## src/rtl/bp_pkg.sv

```systemverilog
// Shared types and counter arithmetic for the gshare predictor and its PHT.
// Latency: n/a (types and functions only); backpressure: n/a.
package bp_pkg;

    localparam int BP_PC_W  = 16;
    localparam int BP_IDX_W = 4;
    localparam int BP_TAG_W = BP_PC_W - BP_IDX_W - 1;

    typedef struct packed {
        logic                valid;
        logic [BP_TAG_W-1:0] tag;
        logic [BP_PC_W-1:0]  target;
    } btb_entry_t;

    // Weakly not-taken: one below the taken threshold.
    function automatic int ctr_init(input int w);
        return (1 << (w - 1)) - 1;
    endfunction

    function automatic int ctr_sat_step(input int val, input logic up, input int w);
        int max_val;
        max_val = (1 << w) - 1;
        if (up) begin
            return (val == max_val) ? val : val + 1;
        end
        return (val == 0) ? val : val - 1;
    endfunction

endpackage

```

## src/rtl/gshare_branch_predictor_if.sv

```systemverilog
// Fetch/resolve bundle between the CPU pipeline (master) and the predictor (slave).
// Latency: combinational prediction; backpressure: none, enable stalls fetch.
interface gshare_branch_predictor_if
    import bp_pkg::*;
#(
    parameter int PC_W  = BP_PC_W,
    parameter int IDX_W = BP_IDX_W
);
    logic             enable;
    logic [PC_W-1:0]  pc_fetch;
    logic             pred_hit;
    logic             pred_taken;
    logic [PC_W-1:0]  pred_target;
    logic [IDX_W-1:0] pred_idx;
    logic             res_valid;
    logic [PC_W-1:0]  res_pc;
    logic [IDX_W-1:0] res_idx;
    logic             res_taken;
    logic [PC_W-1:0]  res_target;
    logic             res_mispredicted;

    modport master (
        output enable, pc_fetch, res_valid, res_pc, res_idx, res_taken, res_target, res_mispredicted,
        input  pred_hit, pred_taken, pred_target, pred_idx
    );

    modport slave (
        input  enable, pc_fetch, res_valid, res_pc, res_idx, res_taken, res_target, res_mispredicted,
        output pred_hit, pred_taken, pred_target, pred_idx
    );
endinterface

```

## src/rtl/bp_sat_counter_table.sv

```systemverilog
// Pattern history table of saturating counters, async read, one synchronous update port.
// Latency: 0-cycle read, update visible next cycle; backpressure: none.
module bp_sat_counter_table
    import bp_pkg::*;
#(
    parameter int IDX_W = BP_IDX_W,
    parameter int CTR_W = 2
) (
    input  logic             clk,
    input  logic             rst_n,
    input  logic [IDX_W-1:0] rd_idx,
    output logic [CTR_W-1:0] rd_ctr,
    input  logic             wr_en,
    input  logic [IDX_W-1:0] wr_idx,
    input  logic             wr_inc
);
    localparam int N_ENT = 1 << IDX_W;

    logic [CTR_W-1:0] ctr_q [N_ENT];

    assign rd_ctr = ctr_q[rd_idx];

    always_ff @(posedge clk) begin
        if (!rst_n) begin
            for (int i = 0; i < N_ENT; i++) begin
                ctr_q[i] <= CTR_W'(ctr_init(CTR_W));
            end
        end else if (wr_en) begin
            ctr_q[wr_idx] <= CTR_W'(ctr_sat_step(int'(ctr_q[wr_idx]), wr_inc, CTR_W));
        end
    end
endmodule

```

## src/rtl/gshare_branch_predictor.sv

```systemverilog
// Gshare direction predictor plus tagged direct-mapped BTB with speculative GHR recovery.
// Latency: prediction 0 cycles from pc_fetch; backpressure: enable=0 freezes speculative history.
module gshare_branch_predictor
    import bp_pkg::*;
#(
    parameter int PC_W  = BP_PC_W,
    parameter int IDX_W = BP_IDX_W,
    parameter int CTR_W = 2,
    parameter int GHR_W = 4
) (
    input logic                     clk,
    input logic                     rst_n,
    gshare_branch_predictor_if.slave bp
);
    localparam int N_ENT = 1 << IDX_W;
    localparam int TAG_W = PC_W - IDX_W - 1;

    btb_entry_t       btb_q [N_ENT];
    btb_entry_t       fetch_entry;
    logic [GHR_W-1:0] ghr_spec_q;
    logic [GHR_W-1:0] ghr_arch_q;
    logic [GHR_W-1:0] ghr_arch_nxt;
    logic [IDX_W-1:0] fetch_set;
    logic [IDX_W-1:0] res_set;
    logic [TAG_W-1:0] fetch_tag;
    logic [CTR_W-1:0] pht_ctr;
    logic             unused_res_pc_lsb;

    // Instructions are halfword aligned, so bit 0 carries no index or tag information.
    assign fetch_set         = bp.pc_fetch[IDX_W:1];
    assign fetch_tag         = bp.pc_fetch[PC_W-1:IDX_W+1];
    assign res_set           = bp.res_pc[IDX_W:1];
    assign unused_res_pc_lsb = bp.res_pc[0];

    assign fetch_entry    = btb_q[fetch_set];
    assign bp.pred_idx    = fetch_set ^ IDX_W'(ghr_spec_q);
    assign bp.pred_hit    = fetch_entry.valid && (fetch_entry.tag == fetch_tag);
    assign bp.pred_taken  = bp.pred_hit && pht_ctr[CTR_W-1];
    assign bp.pred_target = bp.pred_taken ? fetch_entry.target : bp.pc_fetch + PC_W'(2);

    bp_sat_counter_table #(
        .IDX_W (IDX_W),
        .CTR_W (CTR_W)
    ) u_pht (
        .clk    (clk),
        .rst_n  (rst_n),
        .rd_idx (bp.pred_idx),
        .rd_ctr (pht_ctr),
        .wr_en  (bp.res_valid),
        .wr_idx (bp.res_idx),
        .wr_inc (bp.res_taken)
    );

    assign ghr_arch_nxt = GHR_W'({ghr_arch_q, bp.res_taken});

    // Misprediction recovery wins over the speculative shift from the same cycle's fetch.
    always_ff @(posedge clk) begin
        if (!rst_n) begin
            ghr_spec_q <= '0;
            ghr_arch_q <= '0;
        end else begin
            if (bp.res_valid) begin
                ghr_arch_q <= ghr_arch_nxt;
            end
            if (bp.res_valid && bp.res_mispredicted) begin
                ghr_spec_q <= ghr_arch_nxt;
            end else if (bp.enable && bp.pred_hit) begin
                ghr_spec_q <= GHR_W'({ghr_spec_q, bp.pred_taken});
            end
        end
    end

    always_ff @(posedge clk) begin
        if (!rst_n) begin
            for (int i = 0; i < N_ENT; i++) begin
                btb_q[i].valid <= 1'b0;
            end
        end else if (bp.res_valid && bp.res_taken) begin
            btb_q[res_set] <= '{valid: 1'b1, tag: bp.res_pc[PC_W-1:IDX_W+1], target: bp.res_target};
        end
    end
endmodule

```

## src/flat_wrapper.sv

```systemverilog
// flat-port wrapper written by rule: the top's interface ports become plain ports
module gshare_branch_predictor_flat import bp_pkg::*;
#(
    parameter int PC_W  = BP_PC_W,
    parameter int IDX_W = BP_IDX_W,
    parameter int CTR_W = 2,
    parameter int GHR_W = 4
)
  (clk, rst_n, bp_enable, bp_pc_fetch, bp_res_valid, bp_res_pc, bp_res_idx, bp_res_taken, bp_res_target, bp_res_mispredicted, bp_pred_hit, bp_pred_taken, bp_pred_target, bp_pred_idx);
  gshare_branch_predictor_if #(.PC_W(PC_W), .IDX_W(IDX_W)) bp_i ();
  input logic clk;
  input logic rst_n;
  input wire logic [$bits(bp_i.enable)-1:0] bp_enable;
  input wire logic [$bits(bp_i.pc_fetch)-1:0] bp_pc_fetch;
  input wire logic [$bits(bp_i.res_valid)-1:0] bp_res_valid;
  input wire logic [$bits(bp_i.res_pc)-1:0] bp_res_pc;
  input wire logic [$bits(bp_i.res_idx)-1:0] bp_res_idx;
  input wire logic [$bits(bp_i.res_taken)-1:0] bp_res_taken;
  input wire logic [$bits(bp_i.res_target)-1:0] bp_res_target;
  input wire logic [$bits(bp_i.res_mispredicted)-1:0] bp_res_mispredicted;
  output wire logic [$bits(bp_i.pred_hit)-1:0] bp_pred_hit;
  output wire logic [$bits(bp_i.pred_taken)-1:0] bp_pred_taken;
  output wire logic [$bits(bp_i.pred_target)-1:0] bp_pred_target;
  output wire logic [$bits(bp_i.pred_idx)-1:0] bp_pred_idx;
  assign bp_i.enable = bp_enable;
  assign bp_i.pc_fetch = bp_pc_fetch;
  assign bp_i.res_valid = bp_res_valid;
  assign bp_i.res_pc = bp_res_pc;
  assign bp_i.res_idx = bp_res_idx;
  assign bp_i.res_taken = bp_res_taken;
  assign bp_i.res_target = bp_res_target;
  assign bp_i.res_mispredicted = bp_res_mispredicted;
  assign bp_pred_hit = bp_i.pred_hit;
  assign bp_pred_taken = bp_i.pred_taken;
  assign bp_pred_target = bp_i.pred_target;
  assign bp_pred_idx = bp_i.pred_idx;
  gshare_branch_predictor #(.PC_W(PC_W), .IDX_W(IDX_W), .CTR_W(CTR_W), .GHR_W(GHR_W)) u_core (.clk(clk), .rst_n(rst_n), .bp(bp_i));
endmodule
```

## config.mk

```make
export PLATFORM = sky130hd
export DESIGN_NAME = gshare_branch_predictor_flat
export DESIGN_NICKNAME = d
export VERILOG_FILES = /design/src/rtl/bp_pkg.sv /design/src/rtl/gshare_branch_predictor_if.sv /design/src/rtl/bp_sat_counter_table.sv /design/src/rtl/gshare_branch_predictor.sv /design/src/flat_wrapper.sv
export SDC_FILE = /design/constraint.sdc
export NUM_CORES = 1
export LEC_CHECK = 0
export CORE_MARGIN = 8
export CORE_UTILIZATION = 50
export CTS_CLUSTER_DIAMETER = 40
export DETAILED_ROUTE_END_ITERATION = 8
export GPL_ROUTABILITY_DRIVEN = 1
export GPL_TIMING_DRIVEN = 0
export PLACE_DENSITY = 0.68
export SLEW_MARGIN = 5
export SYNTH_ARGS = -nofsm -noshare
export SYNTH_HDL_FRONTEND = slang
export SYNTH_SLANG_ARGS = --single-unit
export TNS_END_PERCENT = 30
```

## constraint.sdc

```tcl
create_clock -name clk -period 5.6 [get_ports clk]
set_input_delay 0.84 -clock clk [delete_from_list [all_inputs] [get_ports clk]]
set_output_delay 0.84 -clock clk [all_outputs]
set_load 0.03 [all_outputs]
```

# Yosys cells after proc, flatten, opt, wreduce, memory -nomap -nowiden
# Memory sizes are Yosys's and may differ from the RTL's.
# Cells that the tools add are included.
# totals
in_bits	58
output_inout_bits	22
regBits	7
mem_bits_rw	480
elab_cells	44
memories	2
# mem_list
memory	depth	word_bits	read_ports	rd_ports_with_merged_regs	write_ports	line	source
u_core.btb_q	16	28	1	0	16	gshare_branch_predictor.sv:18	btb_entry_t btb_q [N_ENT];
u_core.u_pht.ctr_q	16	2	2	0	16	bp_sat_counter_table.sv:19	logic [CTR_W-1:0] ctr_q [N_ENT];
# classes
bitwise_logic	1
muxes	25
add_sub_neg	3
n_reduce_logical	9
n_eq_ne	2
# op_table
cell	n
two-way mux 28 bit	1
OR reduction 28 bit	1
adder 16 x 2 -> 16 bit (second input constant)	1
two-way mux 16 bit	1
two-way mux 2 bit	8
two-way mux 4 bit	4
== test 11 bit	1
two-way mux 1 bit	11
logical AND 1 bit	5
XOR 4 bit	1
adder 2 x 1 -> 2 bit (second input constant)	1
== test 2 x 1 -> 1 bit (second input constant)	1
zero test 2 bit	1
nonzero test 2 bit	1
OR reduction 2 bit	1
subtractor 2 x 1 -> 2 bit (second input constant)	1

# Depth between registers and ports, before layout
# Gate-level depths: netlist of run 1.
# An unclocked memory read counts as a cell.
# depth
word_depth	8
depth_mapped	13
ltp_nobuf	8

# Modules after synthesis
# A second synthesis of run 1 with hierarchy kept.
# unflattened
cells_unflattened	990
area_unflattened_um2	19947.9
# modules_own_cells
mod	area_per_inst_um2	n_inst	cells_each	seq_area_each_um2
gshare_branch_predictor	18099.9	1	839	13432.9
bp_sat_counter_table	1848.0	1	151	960.9

# Least setup slack after synthesis of run 1
# No wires, ideal clock.
# synth_timing
path_kind	input -> output
start	input port bp_pc_fetch[1]
end	output port bp_pred_target[1]
setup_slack_ps	727
cell_stages	11
arrival_time_ps	4033
required_time_ps	4760
n_path_buf	5
cell_sequence	buf_6 -> buf_12 -> buf_6 -> buf_2 -> xor2_1 -> mux4_2 -> mux2i_1 -> mux2i_1 -> nand2_4 -> buf_6 -> mux2i_1
# synth_via
word_cells_on_any_way	8
classes_between	1 x add/sub; 1 x eq/ne; 1 x mux; 1 x bitwise; 2 x reduce/logical; 2 x memory
# synth_lines
element	line	source
start, declared	flat_wrapper.sv:14	input wire logic [$bits(bp_i.pc_fetch)-1:0] bp_pc_fetch;
XOR 4 bit	gshare_branch_predictor.sv:36	assign bp.pred_idx = fetch_set ^ IDX_W'(ghr_spec_q);
named net bp_pred_idx[0]	flat_wrapper.sv:24	output wire logic [$bits(bp_i.pred_idx)-1:0] bp_pred_idx;
memory (16 x 2 bit)	--	
logical AND 1 bit	gshare_branch_predictor.sv:38	assign bp.pred_taken = bp.pred_hit && pht_ctr[CTR_W-1];
two-way mux 16 bit	gshare_branch_predictor.sv:39	assign bp.pred_target = bp.pred_taken ? fetch_entry.target : bp.pc_fetch + PC_W'(2);
end, declared	flat_wrapper.sv:23	output wire logic [$bits(bp_i.pred_target)-1:0] bp_pred_target;
# The timed path passes the listed nets, and every way through them passes these cells.

# Final worst setup path of run 1
# layout_timing
start	input port bp_pc_fetch[2]
end	output port bp_pred_target[7]
# layout_via
elab_chain_len	5
word_cells_on_any_way	8
classes_between	1 x add/sub; 1 x eq/ne; 1 x mux; 1 x bitwise; 2 x reduce/logical; 2 x memory
# layout_lines
element	line	source
memory (16 x 28 bit)	--	
== test 11 bit	gshare_branch_predictor.sv:37	assign bp.pred_hit = fetch_entry.valid && (fetch_entry.tag == fetch_tag);
logical AND 1 bit	gshare_branch_predictor.sv:37	
logical AND 1 bit	gshare_branch_predictor.sv:38	
two-way mux 16 bit (*)	gshare_branch_predictor.sv:39	
# Every way passes the cells marked *; elsewhere a longest branch is shown, timed or not.

==> summary.txt, run 1 <==
STA
  – Final Max Slew Viols: 0
  – Fin crit period: 5.47 ns
  – RSZ-0062 raised after global routing: false
  – Worst-Margin Slew: 1.04 ns
  – Fmax: 183 MHz
  – Final hold violations: 0
  – Period utilization: 97.7%
  – Setup Viol. Count Final: 0
  – Slew headroom: 30.8%
  – WHS: between 0.4 and 0.5 ns
  – Worst clock skew: 0.0115 ns

Power and ir drop
  – Total Power: 8500 uW
  – Combinational group share of total power: 6.0%
  – P_int: 6670 uW
  – Sequential power share: 47.4%
  – Power Dens Cells: about 350 nW/um^2
  – Static Leak: a little over 0.008 uW
  – Switching share of power: 21.6%
  – Clock share of power: a little under half
  – Switch Pwr: 1830 uW
  – Worst VDD drop: 0.277 mV

Global route
  – First-pass GRT wire length: 72.4 mm
  – GRT Util Overall: 21.0%
  – Initial antenna violation count: 3
  – Vias in the first global route: 11100
  – Largest net degree at the start of global routing: 22
  – Grt ovf: 0

Worst setup path
  – Cell class contributing the biggest share of worst-path delay: buffers and inverters
  – Most frequent CP cell: buf_6
  – Critical Path Start Type: primary input
  – CP max FO: 10
  – Slowest stage delay, CP: ~0.54 ns
  – Reg-to-Reg Start: u_core.btb_q[5][22]
  – Crit path buf inv count: 7
  – Worst R2R Path Depth: 10
  – CP max-delay cell: mux4_2
  – R2R Setup Slk: 2.69 ns
  – Crit path cell chain: clkdlybuf4s15_1 -> buf_6 -> buf_4 -> buf_6 -> mux4_2 -> mux2i_2 -> xor2_1 -> nand2_1 -> a2111oi_4 -> buf_4 -> nand2_4 -> buf_6 -> mux2_4 -> dlygate4sd2_1
  – Critical path endpoint category: output pin
  – Capturing point of the worst reg2reg path: u_core.ghr_spec_q[0]
  – Kind of critical path: primary input to output pin
  – Crit path DAT: 4.63 ns
  – Critical path required time: 4.76 ns

Clock network
  – Htree depth: 2
  – Clock Path Buffers: 3
  – Hold Buf Count CTS: 0
  – Root buffer cell: clkbuf_16
  – CTS Sinks: approximately 490
  – CTS Buf Count: 61
  – Clk pin slew, worst setup/hold paths: 0.05 ns
  – Clock insertion delay at the later pin of the skew report: 0.60 ns
  – CTS tree: done

Yosys
  – Seq cells post-synth: 487
  – Synth area leader: edfxtp_1
  – Synth Flop Type: edfxtp_1
  – Synth Warn #: 0
  – Post-Syn Nets: 1068
  – Synthesized instance count: 1009
  – Synthesized cell area: 19900 um^2
  – Synth cell count leaders: edfxtp_1, mux4_2, mux2i_1, nand2_1, nor2_1
  – Sequential share of the synthesized area: 72.3%
  – Post-synth EDFFs: 464
  – Most common cell in the synthesized netlist: edfxtp_1
  – Async S/R FF share, synth: 0%
  – Mean Syn Cell Area: 19.7 um^2
  – Synth cell types: between 50 and 60
  – Largest cells by area after synthesis: edfxtp_1, mux4_2, mux2i_1, dfxtp_1, nand2_1
  – Post-synth top area share: 70.0%

Hold path
  – Hold Crit Class: flip-flop to flip-flop
  – Hold Path End: u_core.btb_q[13][27]
  – Hold Crit Start: u_core.btb_q[13][27]
  – Hold Crit Depth: 1

Detailed routing
  – Residual DRC count: 0
  – WL per Instance: roughly 28 um
  – Vias per cell: approximately 6.0
  – Routed WL: 48.8 mm
  – DR iter-0 viols: about 1100
  – Routed Antenna Nets: 0
  – Pre-Repair DR Iteration Count: 5
  – Vias: 10500

Placement
  – # port buffers: 72
  – Detail Placement HPWL: about 32 mm
  – Final Wtd Congestion: 0.842

Run
  – Max-Cap Viols: 0

Status
  – Status: completed

Die
  – Die Y: between 200 and 250 um
  – Io pins: 80
  – FP Rows: 73
  – Core Area: ~40000 um^2
  – Die Area: 46500 um^2
  – Die width: ~220 um
  – Initial Utilization: 50.4%

Finish
  – Final net count: 1231
  – Share of layout cells above drive strength 1: between 20% and 30%
  – P&R area growth vs syn: 20.5%
## final cells by class
class / count / area [um^2]
Clock inverter: 42 / 503
Sequential cell: 487 / 14400
Multi-Input combinational cell: 460 / 5360
Buffer: 54 / 350
Fill cell: 2776 / 15500
Timing Repair Buffer: 101 / 1150
Tap cell: 525 / 657
Inverter: 7 / 26.3
Antenna cell: 1 / 2.50
Clock buffer: 70 / 1560
## cell usage in the layout, fill, tap and decap left out, types with 23 or more instances in the layout
master / Yosys / routed
nand2_1: 52 / 52
dfxtp_1: 23 / 23
clkbuf_16: 0 / 61
nand3_1: 24 / 24
mux4_2: 123 / 123
mux2i_1: 52 / 51
clkdlybuf4s50_1: 0 / 52
nor2_1: 40 / 27
edfxtp_1: 464 / 464
clkbuf_1: 29 / 29
## layer usage
layer  part of all wire, %  wire (um)  global-route usage (%)  vias up
met3                   6.2       3020                    3.41       95
met2                    51      24800                    35.6      395
met5                 0.047         23                       0        -
met1                    40      19600                    27.8     5570
li1                      -          -                       -     4475
met4                   2.7       1330                    6.58        4
## power by group through the flow
stage | sequential, uW | combinational, uW | clock [uW]
after global placement | 4100 | 496 | 0
after global routing | 4030 | 545 | 4160
final | 4030 | 513 | 3960
after detailed placement | 4100 | 513 | 0
after floorplan | 4100 | 299 | 0
after CTS | 4030 | 516 | 4010
## stage by stage
step | TNS, ns | cells | utilization, % | setup slack (ns) | instance area [um^2]
floorplan | 0 | 1009 | - | 0.727 | 19900
global placement | -163.23 | 1606 | 53.8 | -1.37 | 21300
detailed placement | -21.60 | 1633 | 55.2 | -1.37 | 21800
CTS | 0 | 1747 | 60.6 | 0.0121 | 24000
global route | 0 | 1747 | 60.7 | 0.00517 | 24000
finish | 0 | 1747 | 60.7 | 0.127 | 24000
## how the worst max path moves through the flow
stage                        start                   to  slack (ns)  cells after the start
floorplan           bp_pc_fetch[1]    bp_pred_target[1]        0.73                     11
global placement      bp_res_taken  u_core.btb_q[4][10]       -1.37                      5
detailed placement  bp_pc_fetch[1]   bp_pred_target[14]       -1.37                     12
CTS                 bp_pc_fetch[1]    bp_pred_target[9]        0.01                     15
global route        bp_pc_fetch[1]    bp_pred_target[7]       0.005                     15
finish              bp_pc_fetch[2]    bp_pred_target[7]        0.13                     14
## flip-flops by register name (all words and copies together), names as in the netlist
signal and count:
u_core.ghr_spec_q 4, u_core.u_pht.ctr_q 32, u_core.btb_q 448, u_core.ghr_arch_q 3
## repair_timing
| action | in CTS | in global routing |
|---|---|---|
| endpoints found under the setup margin | 18 | 9 |
| pin swaps | 1 | 0 |
| buffers inserted | 2 | 0 |
| gates resized for setup | 59 | 7 |
## cells by family (layout without fill, tap and decap cells)
kind of cell,after synthesis,count (layout),share of synthesized area (%)
flip-flops,487,487,72.3
multiplexers,199,199,18.4
AND/OR/NAND/NOR,174,174,4.25
buffers and inverters,62,274,1.53
AO/OA/AOI/OAI,55,55,2.12
XOR/XNOR,29,29,1.28
adder cells (fa/ha/maj),3,3,0.163
other,0,1,0
Power figures use the tool's default switching activity.
==> inputs of run 2 (changes only) <==
--- a/config.mk
+++ b/config.mk
@@ -6,12 +6,12 @@
 export NUM_CORES = 1
 export LEC_CHECK = 0
 export CORE_MARGIN = 8
-export CORE_UTILIZATION = 50
+export CORE_UTILIZATION = 61
 export CTS_CLUSTER_DIAMETER = 40
 export DETAILED_ROUTE_END_ITERATION = 8
 export GPL_ROUTABILITY_DRIVEN = 1
 export GPL_TIMING_DRIVEN = 0
-export PLACE_DENSITY = 0.68
+export PLACE_DENSITY = 0.8
 export SLEW_MARGIN = 5
 export SYNTH_ARGS = -nofsm -noshare
 export SYNTH_HDL_FRONTEND = slang
==> summary.txt, run 2 (synthesized netlist as in run 1, its figures left out) <==
Power and ir drop
  – Worst VDD drop: 0.409 mV (+48%)
  – Static Leak: 0.00806 uW (-0.23%)
  – Power Dens Cells: 350 nW/um^2 (-1.2%)

Status
  – Status: completed

Die
  – FP Rows: 66 (-9.6%)
  – Die Y: 197 um (-8.8%)
  – Initial Utilization: 61.5% (+11 points)
  – Die width: 197 um (-8.8%)
  – Die Area: 38700 um^2 (-17%)
  – Core Area: 32400 um^2 (-18%)
  – Io pins: 80 (unchanged)

Placement
  – Final Wtd Congestion: 0.815 (-3.2%)
  – Detail Placement HPWL: 30.5 mm (-5.2%)
  – Cell Area, Placed: 21700 um^2 (-0.58%)
  – Placed Cells: 1549 (-5.1%)
  – # port buffers: 72 (unchanged)
  – Pre-CTS WS: -1.26 ns (+0.107 ns)

Detailed routing
  – DR iter-0 viols: 1126 (+1.9%)
  – Routed Antenna Nets: 0 (unchanged)
  – Routed WL: 48.6 mm (-0.43%)
  – Pre-Repair DR Iteration Count: 5 (unchanged)
  – Residual DRC count: 0 (unchanged)
  – Vias per cell: 6.45 (+7.0%)
  – WL per Instance: 29.3 um (+4.9%)
  – Vias: 10700 (+1.6%)

Finish
  – Final net count: 1226 (-0.41%)
  – Max reg flops: 448 (unchanged)
  – Finished Cell Area: 23800 um^2 (-0.77%)
  – Most flops, register: u_core.btb_q
  – Fillers: 1794 (-35%)
  – Largest registers: u_core.btb_q: 448 flops, u_core.u_pht.ctr_q: 32 flops, u_core.ghr_spec_q: 4 flops
  – Most frequent cells in the layout: edfxtp_1, mux4_2, clkbuf_16
  – Fin cells: 1659 (-5.0%)
  – Share of layout cells above drive strength 1: 27.0% (+0.21 points)
  – P&R area growth vs syn: 19.6%
  – Commonest non-fill, non-tap cell in the layout: edfxtp_1

STA
  – Final setup TNS: 0 ns (unchanged)
  – Fin crit period: 5.50 ns (+0.0266 ns)
  – RSZ-0062 raised after global routing: false
  – Slew headroom: 23.6% (-7.2 points)
  – Final hold violations: 0 (unchanged)
  – Final Max Slew Viols: 0 (unchanged)
  – Worst clock skew: 0.0167 ns (+0.00513 ns)
  – Worst-Margin Slew: 1.15 ns (+0.108 ns)
  – Post-route worst setup slack: 0.100 ns (-0.0266 ns)
  – WHS: 0.451 ns (+0.00316 ns)
  – Setup Viol. Count Final: 0 (unchanged)
  – Period utilization: 98.2% (+0.48 points)
  – Fmax: 182 MHz (-0.48%)

Worst setup path
  – Critical Path Start Type: primary input
  – Critical path required time: 4.76 ns (about the same)
  – Critical path endpoint category: output pin
  – CP max FO: 10 (unchanged)
  – Crit path DAT: 4.66 ns (+0.03 ns)
  – Kind of critical path: primary input to output pin

Run
  – Max-Cap Viols: 0 (unchanged)

Global route
  – GRT Util Overall: 25.4% (+4.4 points)
  – Largest net degree at the start of global routing: 23 (+4.5%)
  – Vias in the first global route: 11100 (+0.54%)
  – Initial antenna violation count: 3 (unchanged)
  – Grt ovf: 0 (unchanged)
  – First-pass GRT wire length: 71.3 mm (-1.5%)

Clock network
  – Htree depth: 2 (unchanged)
  – Clock Path Buffers: 3 (unchanged)
  – Clock insertion delay at the later pin of the skew report: 0.59 ns (about the same)
  – Clk pin slew, worst setup/hold paths: 0.06 ns (about the same)
  – Root buffer cell: clkbuf_16
  – CTS Buf Count: 57 (-6.6%)
  – CTS tree: done
  – CTS Sinks: 487 (unchanged)

Hold path
  – Hold Crit Class: flip-flop to flip-flop
## run 2: cell types whose count changed in the layout (fill, tap and decap cells not counted), sizes merged
cell,change
clkinv,+4
dlymetal6s2s,+1
buf,-1
bufinv,-3
dlygate4sd2,+1
clkdlybuf4s15,-2
clkinvlp,-5
clkbuf,-6
inv,+5
diode,+1
## run 2: power by group
group	internal [uW]	switching, uW
logic	219	298
clock network	2250	1550
registers	4020	11.5
## run 2: final cells by class
class / count / area, um^2 / share of cell area, %
Timing Repair Buffer: 100 / 1130 / 4.73
Clock inverter: 43 / 484 / 2.03
Tap cell: 442 / 553 / 2.32
Multi-Input combinational cell: 460 / 5380 / 22.6
Clock buffer: 64 / 1500 / 6.28
Inverter: 7 / 26.3 / 0.110
Antenna cell: 2 / 5.00 / 0.0210
Buffer: 54 / 354 / 1.49
Sequential cell: 487 / 14400 / 60.4
## run 2: what timing repair did
item | CTS | global route
setup endpoints to repair | 18 | 11
hold buffers | 0 | 0
resized for setup | 61 | 3
pin swaps | 1 | 0
setup buffers | 2 | 0
## run 2: worst max-delay path, stage by stage
cell and delay (ns):
dlygate4sd2_1 0.34, buf_6 0.19, buf_12 0.15, mux4_1 0.57, mux2i_1 0.18, mux2i_1 0.10, xor2_1 0.19, or4_4 0.55
a2111oi_4 0.27, buf_4 0.20, nand2_4 0.14, buf_6 0.22, mux2_4 0.32, dlygate4sd2_1 0.36
## run 2: per-stage QoR
stage	total power [uW]	utilization (%)
floorplan	4400	-
global placement	4590	65.5
detailed placement	4610	67.1
CTS	8370	73.5
global route	8540	73.6
finish	8340	73.6
## run 2: worst paths after layout
path	slack, ns	start	endpoint	cells after the start
max reg2reg	2.60	u_core.btb_q[4][22]	u_core.ghr_spec_q[0]	10
min reg2reg	0.45	u_core.btb_q[5][27]	u_core.btb_q[5][27]	1
min	0.45	u_core.btb_q[5][27]	u_core.btb_q[5][27]	1
max	0.10	bp_pc_fetch[1]	bp_pred_target[8]	14
## run 2: metal layers
metal	vias to the layer above	part of all wire (%)	track usage, %
li1	4461	-	-
met1	5503	36	31.7
met2	593	51	43.2
met3	146	8.6	5.19
met4	2	4.0	10.9
met5	-	0.023	0
==> inputs of run 3 (changes only) <==
--- a/config.mk
+++ b/config.mk
@@ -6,12 +6,12 @@
 export NUM_CORES = 1
 export LEC_CHECK = 0
 export CORE_MARGIN = 8
-export CORE_UTILIZATION = 61
+export CORE_UTILIZATION = 30
 export CTS_CLUSTER_DIAMETER = 40
 export DETAILED_ROUTE_END_ITERATION = 8
+export DONT_BUFFER_PORTS = 1
 export GPL_ROUTABILITY_DRIVEN = 1
 export GPL_TIMING_DRIVEN = 0
-export PLACE_DENSITY = 0.8
 export SLEW_MARGIN = 5
 export SYNTH_ARGS = -nofsm -noshare
 export SYNTH_HDL_FRONTEND = slang
==> summary.txt, run 3 (synthesized netlist as in run 1, its figures left out) <==
Status
  – Status: completed

Global route
  – Initial antenna violation count: 1 (-2)
  – Grt ovf: 0 (unchanged)
  – GRT Util Overall: 13.1% (-12 points)
  – Vias in the first global route: 10400 (-6.1%)
  – Largest net degree at the start of global routing: 21 (-8.7%)
  – First-pass GRT wire length: 71.5 mm (+0.29%)

STA
  – Period utilization: 97.3% (-0.91 points)
  – Final hold violations: 0 (unchanged)
  – Fin crit period: 5.45 ns (-0.0510 ns)
  – Final Max Slew Viols: 0 (unchanged)
  – Slew headroom: 16.1% (-7.6 points)
  – Final setup TNS: 0 ns (unchanged)
  – RSZ-0062 raised after global routing: false
  – Setup Viol. Count Final: 0 (unchanged)
  – Fmax: 184 MHz (+0.94%)
  – Post-route worst setup slack: 0.151 ns (+0.0510 ns)
  – Worst-Margin Slew: 1.25 ns (+0.109 ns)
  – Worst clock skew: 0.0296 ns (+0.0130 ns)

Worst setup path
  – Critical path endpoint category: output pin
  – Critical path required time: 4.76 ns (about the same)
  – CP max FO: 10 (unchanged)
  – Reg-to-Reg Start: u_core.btb_q[5][23]
  – Critical Path Start Type: primary input
  – Kind of critical path: primary input to output pin
  – Critical Path Source: bp_pc_fetch[1]
  – Crit path DAT: 4.61 ns (-0.05 ns)

Placement
  – Final Wtd Congestion: 0.800 (-1.8%)
  – Detail Placement HPWL: 34.1 mm (+12%)
  – Cell Area, Placed: 21600 um^2 (-0.70%)
  – # port buffers: 0 (-100%)
  – Pre-CTS WS: -0.341 ns (+0.919 ns)

Detailed routing
  – Residual DRC count: 0 (unchanged)
  – Vias per cell: 5.02 (-22%)
  – Vias: 10000 (-6.3%)
  – DR iter-0 viols: 906 (-20%)
  – Routed Antenna Nets: 0 (unchanged)
  – Pre-Repair DR Iteration Count: 5 (unchanged)
  – Routed WL: 49.6 mm (+2.2%)
  – WL per Instance: 24.8 um (-15%)

Clock network
  – Clock insertion delay at the later pin of the skew report: 0.61 ns (+0.02 ns)
  – CTS Buf Count: 55 (-3.5%)
  – CTS tree: done
  – Clock Path Buffers: 3 (unchanged)
  – CTS Sinks: 487 (unchanged)
  – Root buffer cell: clkbuf_16
  – Clk pin slew, worst setup/hold paths: 0.06 ns (about the same)
  – Htree depth: 2 (unchanged)

Die
  – Initial Utilization: 30.3% (-31 points)
  – Core Area: 65700 um^2 (+100%)
  – FP Rows: 94 (+42%)
  – Io pins: 80 (unchanged)
  – Die Y: 274 um (+39%)
  – Die Area: 74900 um^2 (+94%)
  – Die width: 274 um (+39%)

Finish
  – Largest registers: u_core.btb_q: 448 flops, u_core.u_pht.ctr_q: 32 flops, u_core.ghr_spec_q: 4 flops
  – Most flops, register: u_core.btb_q
  – P&R area growth vs syn: 17.3%
  – Commonest non-fill, non-tap cell in the layout: edfxtp_1
  – Max reg flops: 448 (unchanged)
  – Share of layout cells above drive strength 1: 26.3% (-0.65 points)
  – Most frequent cells in the layout: edfxtp_1, mux4_2, clkbuf_16
  – Fillers: 6034 (+240%)
  – Antenna cell count: 0 (-2)
  – Final net count: 1155 (-5.8%)
  – Finished Cell Area: 23400 um^2 (-1.9%)

Power and ir drop
  – Switch Pwr: 1730 uW (-6.7%)
  – Total Power: 7930 uW (-5.0%)
  – Combinational group share of total power: 5.1% (-1.1 points)
  – Static Leak: 0.00758 uW (-6.0%)
  – Clock share of power: 44.0% (-1.5 points)
  – Switching share of power: 21.9% (-0.40 points)
  – Worst VDD drop: 0.280 mV (-32%)
  – P_int: 6200 uW (-4.5%)
  – Sequential power share: 50.8% (+2.5 points)
  – Power Dens Cells: 339 nW/um^2 (-3.1%)

Run
  – Max-Cap Viols: 0 (unchanged)

Hold path
  – Hold Crit Class: primary input to flip-flop
  – Hold Crit Start: bp_res_target[6]
## run 3: cell count changes in the layout (fill, tap and decap cells not counted), sizes merged, moves of 2 or more
| cell | before | now |
|---|---|---|
| bufinv | 6 | 4 |
| clkdlybuf4s50 | 52 | 0 |
| clkinv | 19 | 14 |
| clkinvlp | 3 | 6 |
| diode | 2 | 0 |
| dlygate4sd2 | 19 | 0 |
| inv | 22 | 16 |
## run 3: worst paths after layout
path | endpoint | slack (ns) | depth (start not counted)
setup / recovery | bp_pred_target[9] | 0.15 | 12
setup reg to reg | u_core.ghr_spec_q[0] | 2.29 | 8
hold reg to reg | u_core.btb_q[12][27] | 0.45 | 1
hold / removal | u_core.btb_q[8][6] | 0.31 | 0
## run 3: per-stage QoR
stage	util, %	hold WS [ns]	std cells
after CTS	35.5	0.280	1996
after floorplan	-	0.421	1009
after global routing	35.5	0.279	1999
final	35.5	0.309	1999
after global placement	31.9	0.427	1873
after detailed placement	32.8	0.435	1901
## run 3: per-layer routing
metal / track usage, % / vias to the layer above / part of all wire (%)
met5: 0 / - / 0.026
met4: 3.01 / 2 / 1.9
met3: 4.69 / 79 / 9.1
met2: 21.6 / 333 / 48
met1: 16.5 / 5294 / 40
li1: - / 4318 / -
## run 3: power groups by stage
stage                     Clock (uW)  Sequential, uW  Combinational, uW
after floorplan                    0            4100                299
after global placement             0            4100                399
after detailed placement           0            4110                410
after CTS                       3550            4030                413
after global routing            3690            4030                436
final                           3490            4030                408
## run 3: final cells by class
cell class | instances | area, um^2 | share of cell area, %
plain buffers | 54 | 290 | 1.24
clock buffers | 63 | 1410 | 6.02
clock inverters | 33 | 342 | 1.46
inverters | 7 | 26.3 | 0.112
multi-input cells | 460 | 5350 | 22.9
flip-flops and latches | 487 | 14400 | 61.6
well taps | 864 | 1080 | 4.63
repair buffers | 31 | 477 | 2.04
## run 3: critical path: stages
cell,delay (ns)
buf_6,0.13
buf_12,0.15
and2_1,0.13
clkbuf_1,0.44
a22oi_1,0.24
a211oi_1,0.34
nor3_1,0.09
or4_4,0.50
a2111oi_4,0.87
nand2_4,0.20
buf_6,0.26
mux2_4,0.39
## run 3: what timing repair did
action / 4_1_cts / 5_1_grt
gates resized for setup: 8 / 0
pin swaps: 2 / 2
cloned: 0 / 0
endpoints found under the setup margin: 16 / 9
buffers inserted: 0 / 3
hold buffers: 0 / 0
